==> config.mk <==
export PLATFORM = sky130hd
export DESIGN_NAME = packet_rr_arbiter_flat
export DESIGN_NICKNAME = d
export VERILOG_FILES = /design/src/rtl/packet_arb_pkg.sv /design/src/rtl/packet_rr_arbiter_if.sv /design/src/rtl/rr_priority_select.sv /design/src/rtl/packet_rr_arbiter.sv /design/src/flat_wrapper.sv
export SDC_FILE = /design/constraint.sdc
export NUM_CORES = 1
export LEC_CHECK = 0
export CAP_MARGIN = 20
export CORE_ASPECT_RATIO = 0.6
export CORE_MARGIN = 5
export CORE_UTILIZATION = 30
export CTS_CLUSTER_DIAMETER = 50
export DETAILED_ROUTE_END_ITERATION = 7
export PLACE_DENSITY = 0.66
export REMOVE_ABC_BUFFERS = 1
export SYNTH_ARGS = -nofsm -noshare
export SYNTH_HDL_FRONTEND = slang
export SYNTH_HIERARCHICAL = 1
export SYNTH_SLANG_ARGS = --single-unit
==> constraint.sdc <==
create_clock -name clk -period 10.1 [get_ports clk]
set_input_delay 2.02 -clock clk [delete_from_list [all_inputs] [get_ports clk]]
set_output_delay 2.02 -clock clk [all_outputs]
set_load 0.005 [all_outputs]
==> src/rtl/packet_arb_pkg.sv <==
// rtl/packet_arb_pkg.sv - shared types and round-robin helpers for packet_rr_arbiter
package packet_arb_pkg;

  localparam int MAX_REQ   = 16;
  localparam int MAX_IDX_W = 4;

  typedef enum logic {
    IDLE   = 1'b0,
    LOCKED = 1'b1
  } arb_state_t;

  typedef struct packed {
    logic                 found;
    logic [MAX_IDX_W-1:0] idx;
  } rr_pick_t;

  // First valid requester at or after ptr, wrapping explicitly at num_req.
  function automatic rr_pick_t rr_pick(input logic [MAX_REQ-1:0]   valid,
                                       input logic [MAX_IDX_W-1:0] ptr,
                                       input int                   num_req);
    rr_pick_t r;
    int       i;
    r = '0;
    for (int k = 0; k < MAX_REQ; k++) begin
      i = int'(ptr) + k;
      if (i >= num_req) i = i - num_req;
      if (k < num_req && !r.found && valid[i[MAX_IDX_W-1:0]]) begin
        r.found = 1'b1;
        r.idx   = i[MAX_IDX_W-1:0];
      end
    end
    return r;
  endfunction

  function automatic logic [MAX_IDX_W-1:0] rr_next(input logic [MAX_IDX_W-1:0] idx,
                                                   input int                   num_req);
    return (int'(idx) >= num_req - 1) ? '0 : idx + 4'd1;
  endfunction

endpackage

==> src/rtl/packet_rr_arbiter_if.sv <==
// rtl/packet_rr_arbiter_if.sv - upstream request and downstream beat channel bundle
interface packet_rr_arbiter_if #(
  parameter int NUM_REQ = 4,
  parameter int DATA_W  = 32
);
  localparam int SRC_W = $clog2(NUM_REQ);

  logic [NUM_REQ-1:0]        req_valid;
  logic [NUM_REQ-1:0]        req_ready;
  logic [NUM_REQ*DATA_W-1:0] req_data;
  logic [NUM_REQ-1:0]        req_last;
  logic                      out_valid;
  logic                      out_ready;
  logic [DATA_W-1:0]         out_data;
  logic                      out_last;
  logic [SRC_W-1:0]          out_src;

  // Arbiter side
  modport slave (
    input  req_valid, req_data, req_last, out_ready,
    output req_ready, out_valid, out_data, out_last, out_src
  );

  // Requesters plus downstream sink side
  modport master (
    output req_valid, req_data, req_last, out_ready,
    input  req_ready, out_valid, out_data, out_last, out_src
  );

endinterface

==> src/rtl/rr_priority_select.sv <==
// rtl/rr_priority_select.sv - combinational round-robin pick: valid + pointer -> onehot + index
module rr_priority_select
  import packet_arb_pkg::*;
#(
  parameter  int NUM_REQ = 4,
  localparam int SRC_W   = $clog2(NUM_REQ)
) (
  input  logic [NUM_REQ-1:0] valid_i,
  input  logic [SRC_W-1:0]   ptr_i,
  output logic               found_o,
  output logic [NUM_REQ-1:0] onehot_o,
  output logic [SRC_W-1:0]   idx_o
);

  logic [MAX_REQ-1:0]   valid_ext;
  logic [MAX_IDX_W-1:0] ptr_ext;
  rr_pick_t             pick;

  always_comb begin
    valid_ext                 = '0;
    valid_ext[NUM_REQ-1:0]    = valid_i;
    ptr_ext                   = '0;
    ptr_ext[SRC_W-1:0]        = ptr_i;
    pick                      = rr_pick(valid_ext, ptr_ext, NUM_REQ);
    found_o                   = pick.found;
    idx_o                     = pick.idx[SRC_W-1:0];
    onehot_o                  = '0;
    onehot_o[idx_o]           = pick.found;
  end

endmodule

==> src/rtl/packet_rr_arbiter.sv <==
// rtl/packet_rr_arbiter.sv - packet-aware round-robin arbiter with registered output; PACKET_RR_ARB_WDOG_EN adds a mid-packet stall watchdog
module packet_rr_arbiter
  import packet_arb_pkg::*;
#(
  parameter int NUM_REQ     = 4,
  parameter int DATA_W      = 32
`ifdef PACKET_RR_ARB_WDOG_EN
  , parameter int WDOG_CYCLES = 255
`endif
) (
  input  logic                clk,
  input  logic                reset_n,
  packet_rr_arbiter_if.slave  bus,
  output logic                busy
`ifdef PACKET_RR_ARB_WDOG_EN
  , output logic              wdog_err
`endif
);

  localparam int SRC_W = $clog2(NUM_REQ);

  arb_state_t           state_q, state_d;
  logic [SRC_W-1:0]     rr_ptr_q, rr_ptr_d;
  logic [SRC_W-1:0]     grant_q, grant_d;

  logic                 out_valid_q, out_valid_d;
  logic                 out_last_q, out_last_d;
  logic [DATA_W-1:0]    out_data_q, out_data_d;
  logic [SRC_W-1:0]     out_src_q, out_src_d;

  logic                 stage_en;
  logic                 sel_found;
  logic [NUM_REQ-1:0]   sel_onehot;
  logic [SRC_W-1:0]     sel_idx;
  logic [SRC_W-1:0]     own_idx;
  logic [NUM_REQ-1:0]   req_ready;
  logic                 accept;
  logic                 acc_last;
  logic [DATA_W-1:0]    acc_data;
  logic [MAX_IDX_W-1:0] own_next;
  logic                 wdog_fire;

  rr_priority_select #(.NUM_REQ(NUM_REQ)) u_select (
    .valid_i  (bus.req_valid),
    .ptr_i    (rr_ptr_q),
    .found_o  (sel_found),
    .onehot_o (sel_onehot),
    .idx_o    (sel_idx)
  );

  // Grant and handshake; held low throughout reset so no beat is lost.
  always_comb begin
    stage_en  = !out_valid_q || bus.out_ready;
    own_idx   = (state_q == IDLE) ? sel_idx : grant_q;
    req_ready = '0;
    if (reset_n) begin
      if (state_q == IDLE) begin
        if (sel_found && stage_en) req_ready = sel_onehot;
      end else begin
        req_ready[grant_q] = stage_en;
      end
    end
    accept   = |(bus.req_valid & req_ready);
    acc_last = bus.req_last[own_idx];
    acc_data = bus.req_data[int'(own_idx)*DATA_W +: DATA_W];
    own_next = rr_next(MAX_IDX_W'(own_idx), NUM_REQ);
  end

`ifdef PACKET_RR_ARB_WDOG_EN
  localparam int WDOG_W = $clog2(WDOG_CYCLES + 1);

  logic [WDOG_W-1:0] stall_q, stall_d;
  logic              wdog_err_q;

  always_comb begin
    stall_d   = stall_q;
    wdog_fire = 1'b0;
    if (state_q == IDLE || accept) begin
      stall_d = '0;
    end else if (!bus.req_valid[grant_q]) begin
      if (stall_q == WDOG_W'(WDOG_CYCLES - 1)) begin
        wdog_fire = 1'b1;
        stall_d   = '0;
      end else begin
        stall_d = stall_q + 1'b1;
      end
    end
  end

  always_ff @(posedge clk or negedge reset_n) begin
    if (!reset_n) begin
      stall_q    <= '0;
      wdog_err_q <= 1'b0;
    end else begin
      stall_q    <= stall_d;
      wdog_err_q <= wdog_fire;
    end
  end

  assign wdog_err = wdog_err_q;
`else
  assign wdog_fire = 1'b0;
`endif

  // Pointer moves only on packet completion (or watchdog abort), never per beat.
  always_comb begin
    state_d  = state_q;
    rr_ptr_d = rr_ptr_q;
    grant_d  = grant_q;
    case (state_q)
      IDLE: begin
        if (accept) begin
          if (acc_last) begin
            rr_ptr_d = own_next[SRC_W-1:0];
          end else begin
            state_d = LOCKED;
            grant_d = own_idx;
          end
        end
      end
      LOCKED: begin
        if ((accept && acc_last) || wdog_fire) begin
          state_d  = IDLE;
          rr_ptr_d = own_next[SRC_W-1:0];
        end
      end
      default: state_d = IDLE;
    endcase
  end

  always_comb begin
    out_valid_d = out_valid_q;
    out_last_d  = out_last_q;
    out_data_d  = out_data_q;
    out_src_d   = out_src_q;
    if (stage_en) begin
      out_valid_d = accept;
      if (accept) begin
        out_last_d = acc_last;
        out_data_d = acc_data;
        out_src_d  = own_idx;
      end
    end
  end

  always_ff @(posedge clk or negedge reset_n) begin
    if (!reset_n) begin
      state_q     <= IDLE;
      rr_ptr_q    <= '0;
      grant_q     <= '0;
      out_valid_q <= 1'b0;
      out_last_q  <= 1'b0;
      out_data_q  <= '0;
      out_src_q   <= '0;
    end else begin
      state_q     <= state_d;
      rr_ptr_q    <= rr_ptr_d;
      grant_q     <= grant_d;
      out_valid_q <= out_valid_d;
      out_last_q  <= out_last_d;
      out_data_q  <= out_data_d;
      out_src_q   <= out_src_d;
    end
  end

  assign bus.req_ready = req_ready;
  assign bus.out_valid = out_valid_q;
  assign bus.out_last  = out_last_q;
  assign bus.out_data  = out_data_q;
  assign bus.out_src   = out_src_q;
  assign busy          = (state_q == LOCKED);

endmodule

==> src/flat_wrapper.sv <==
// flat-port wrapper written by rule: the top's interface ports become plain ports
module packet_rr_arbiter_flat import packet_arb_pkg::*;
#(
  parameter int NUM_REQ     = 4,
  parameter int DATA_W      = 32

)
  (clk, reset_n, busy, bus_req_valid, bus_req_data, bus_req_last, bus_out_ready, bus_req_ready, bus_out_valid, bus_out_data, bus_out_last, bus_out_src);
  packet_rr_arbiter_if #(.NUM_REQ(NUM_REQ), .DATA_W(DATA_W)) bus_i ();
  input  logic clk;
  input  logic reset_n;
  output logic busy;
  input wire logic [$bits(bus_i.req_valid)-1:0] bus_req_valid;
  input wire logic [$bits(bus_i.req_data)-1:0] bus_req_data;
  input wire logic [$bits(bus_i.req_last)-1:0] bus_req_last;
  input wire logic [$bits(bus_i.out_ready)-1:0] bus_out_ready;
  output wire logic [$bits(bus_i.req_ready)-1:0] bus_req_ready;
  output wire logic [$bits(bus_i.out_valid)-1:0] bus_out_valid;
  output wire logic [$bits(bus_i.out_data)-1:0] bus_out_data;
  output wire logic [$bits(bus_i.out_last)-1:0] bus_out_last;
  output wire logic [$bits(bus_i.out_src)-1:0] bus_out_src;
  assign bus_i.req_valid = bus_req_valid;
  assign bus_i.req_data = bus_req_data;
  assign bus_i.req_last = bus_req_last;
  assign bus_i.out_ready = bus_out_ready;
  assign bus_req_ready = bus_i.req_ready;
  assign bus_out_valid = bus_i.out_valid;
  assign bus_out_data = bus_i.out_data;
  assign bus_out_last = bus_i.out_last;
  assign bus_out_src = bus_i.out_src;
  packet_rr_arbiter #(.NUM_REQ(NUM_REQ), .DATA_W(DATA_W)) u_core (.clk(clk), .reset_n(reset_n), .bus(bus_i), .busy(busy));
endmodule
==> results_dict.tcl <==
set metrics [dict create \
    status "completed" \
    ys_top_cells_by_area "dfrtp_1 (33%), mux4_2 (22%), mux2_2 (11%)" \
    die_h_um 88.6 \
    syn_area_um2 3090 \
    die_w_um 141 \
    drv_slew 0 \
    mostFrequentLayoutCells "clkdlybuf4s50_1 (178), dfrtp_1 (41), mux4_2 (30)" \
    fin_crit_sh 0.680 \
    synth_cell_types 52 \
    seq_area_um2 1030 \
    postCtsSetupBuffers 0 \
    worstSkewPairLatency_ps 280 \
    place_congestion 0.852 \
    hold_class "reg2reg" \
    first_global_vias 2840 \
    ys_warn_count 6 \
    fp.coreArea_um2 9950 \
    fillCellCount 856 \
    route.detailed.drc 0 \
    mostFrequentLayoutCell "clkdlybuf4s50_1" \
    busiest_layer "met2" \
    drive_gt1_frac 0.230 \
    synthCells 222 \
    fmax_mhz 146 \
    max_slew_margin 0.283 \
    netlist.area_leader.share 0.332 \
    synth_seq_cells 41 \
    grt_first_pass_wirelength_mm 15.4 \
    cts-resized-gates 0 \
    place_ws_ps 3240 \
    cts_tree "done" \
    syn_to_final_growth_pct 65.9 \
    fin_skew_ps 8.12 \
    startpoint_type "input port" \
    crit_type "in2out" \
    p_leak_nw 2.03 \
    wl_mm 9.85 \
    cts_max_path_buffers 2 \
    synth_area_per_cell_um2 13.9 \
    peakVddDrop_mv 0.178 \
    dp_hpwl_mm 7.80 \
    utilization 0.515 \
    root_buffer "clkbuf_16" \
    grt_use_total 0.158 \
    fin_nets 538 \
    yosysSeqAreaShare 0.332 \
    route.vias.total 2696 \
    port_buffers 179 \
    clock_sinks 41 \
    grt_use_met3 0.0697 \
    cp-end-kind "primary output" \
    setup_slack_ps 3230 \
    drt_iter0_markers 160 \
    holdWs_ps 502 \
    cp.required_ps 8080 \
    postRouteAntennaNets 0 \
    power_density_nw_per_um2 338 \
    top_level_ports 180 \
    antenna_found_initial 0 \
    ctsHoldBuffers 0 \
    grtUsageMet2 0.247 \
    viasPerCell 5.08 \
    hold_viol 0 \
    grt_overflow_total 0 \
    dp.cells 523 \
    cts_buffers 5 \
    met1_usage 0.205 \
    finalSetupTns_ps 0 \
    ys_async_sr_fraction 1.00 \
    instances_no_fill 531 \
    multi_input_area_um2 1920 \
    crit_arrival_ps 4850 \
    placed_cell_area_um2 4950 \
    worstMarginPinSlew_ps 1050 \
    clkTransAtPathRegs_ps 50 \
    period_needed_ps 6870 \
    grt_max_degree 50 \
    synthFlopType "dfrtp_1" \
    fp.dieArea_um2 12500 \
    setup_viol_count_final 0 \
    final_cell_area_um2 5130 \
    rows 28 \
    rsz0062_at_grt "no" \
    synth_edf_count 0 \
    antenna_cells 0 \
    synth_top_area_cell "dfrtp_1" \
    avgRoutedWirePerCell_um 18.5 \
    p_total_mw 1.73 \
    cts-htree-levels 2 \
    start_util 0.310 \
    drt_first_pass_iters 4 \
    critical_path.max_fanout 7 \
    max-cap-violations 0 \
]
-- where the power goes --
part           internal (mW)  total (mW)  leakage (nW)  switching, mW
clock network          0.123       0.185        0.0841         0.0614
logic                  0.711        1.22          1.46          0.511
registers              0.255       0.326         0.486         0.0716
total                   1.09        1.73          2.03          0.644
-- metal layers --
layer  share of wire  routed length, µm  vias to the layer above
met2            0.44               4380                      147
met5               0                  0                        -
met4           0.011                110                        0
li1                -                  -                     1228
met3            0.12               1200                       12
met1            0.42               4160                     1309
-- cell type report --
class                      count  area share
clock buffer                   7      0.0278
timing repair buffer         182       0.353
tap                          135      0.0330
sequential                    41       0.200
inverter                       7     0.00513
clock inverter                 1     0.00586
multi-input combinational    158       0.375
-- critical path: stages --
cell and delay, ps:
clkdlybuf4s50_1 550, mux2_2 340, mux2_2 320, nor4_4 390, a2111oi_2 150, nor3_1 270, nand2_1 80, a21boi_0 180
clkdlybuf4s50_1 550
-- flip-flops by register name (all words and copies together) (netlist names), named ones only --
| signal | flops |
|---|---|
| u_core/bus.out_data | 32 |
| u_core/bus.out_last | 1 |
| u_core/bus.out_src | 2 |
| u_core/bus.out_valid | 1 |
| u_core/grant_q | 2 |
| u_core/rr_ptr_q | 2 |
-- synth_stat cells (2+ instances only) --
cell	instances
nor4_1	2
buf_6	7
mux4_1	4
mux4_2	30
inv_1	6
a21boi_0	3
nand4_1	2
nor2b_1	4
a31oi_1	2
mux2i_1	11
o211ai_1	2
dfrtp_1	41
mux2_2	29
nand2_1	10
mux2_4	11
a21oi_1	5
nor2_1	3
or3_1	2
clkbuf_1	4
o21ai_0	2
nand2b_1	3
nand3_1	2
buf_4	2
ha_1	4
nor3_1	4
-- kinds of logic (layout without fill, tap and decap cells) --
kind of cell,Yosys count,count (layout),share of synthesized area
buffers and inverters,23,197,0.0518
XOR/XNOR,1,1,0.00284
flip-flops,41,41,0.332
adder cells (fa/ha/maj),4,4,0.0162
AND/OR/NAND/NOR,41,41,0.0822
AO/OA/AOI/OAI,26,26,0.0636
multiplexers,86,86,0.451
-- final timing paths --
path | slack [ps] | cells past startpoint | from | endpoint
worst max-delay path | 3230 | 9 | bus_req_valid[2] | bus_req_ready[3]
worst min-delay path | 500 | 1 | u_core/bus.out_data[17] | u_core/bus.out_data[17]
worst max register to register | 5440 | 12 | u_core/rr_ptr_q[0] | u_core/bus.out_data[11]
worst min register to register | 500 | 1 | u_core/bus.out_data[17] | u_core/bus.out_data[17]
max in group asynchronous | 7830 | 2 | reset_n | u_core/bus.out_data[22]
min in group asynchronous | 1850 | 2 | reset_n | u_core/grant_q[1]
Power figures use the tool's default switching activity.
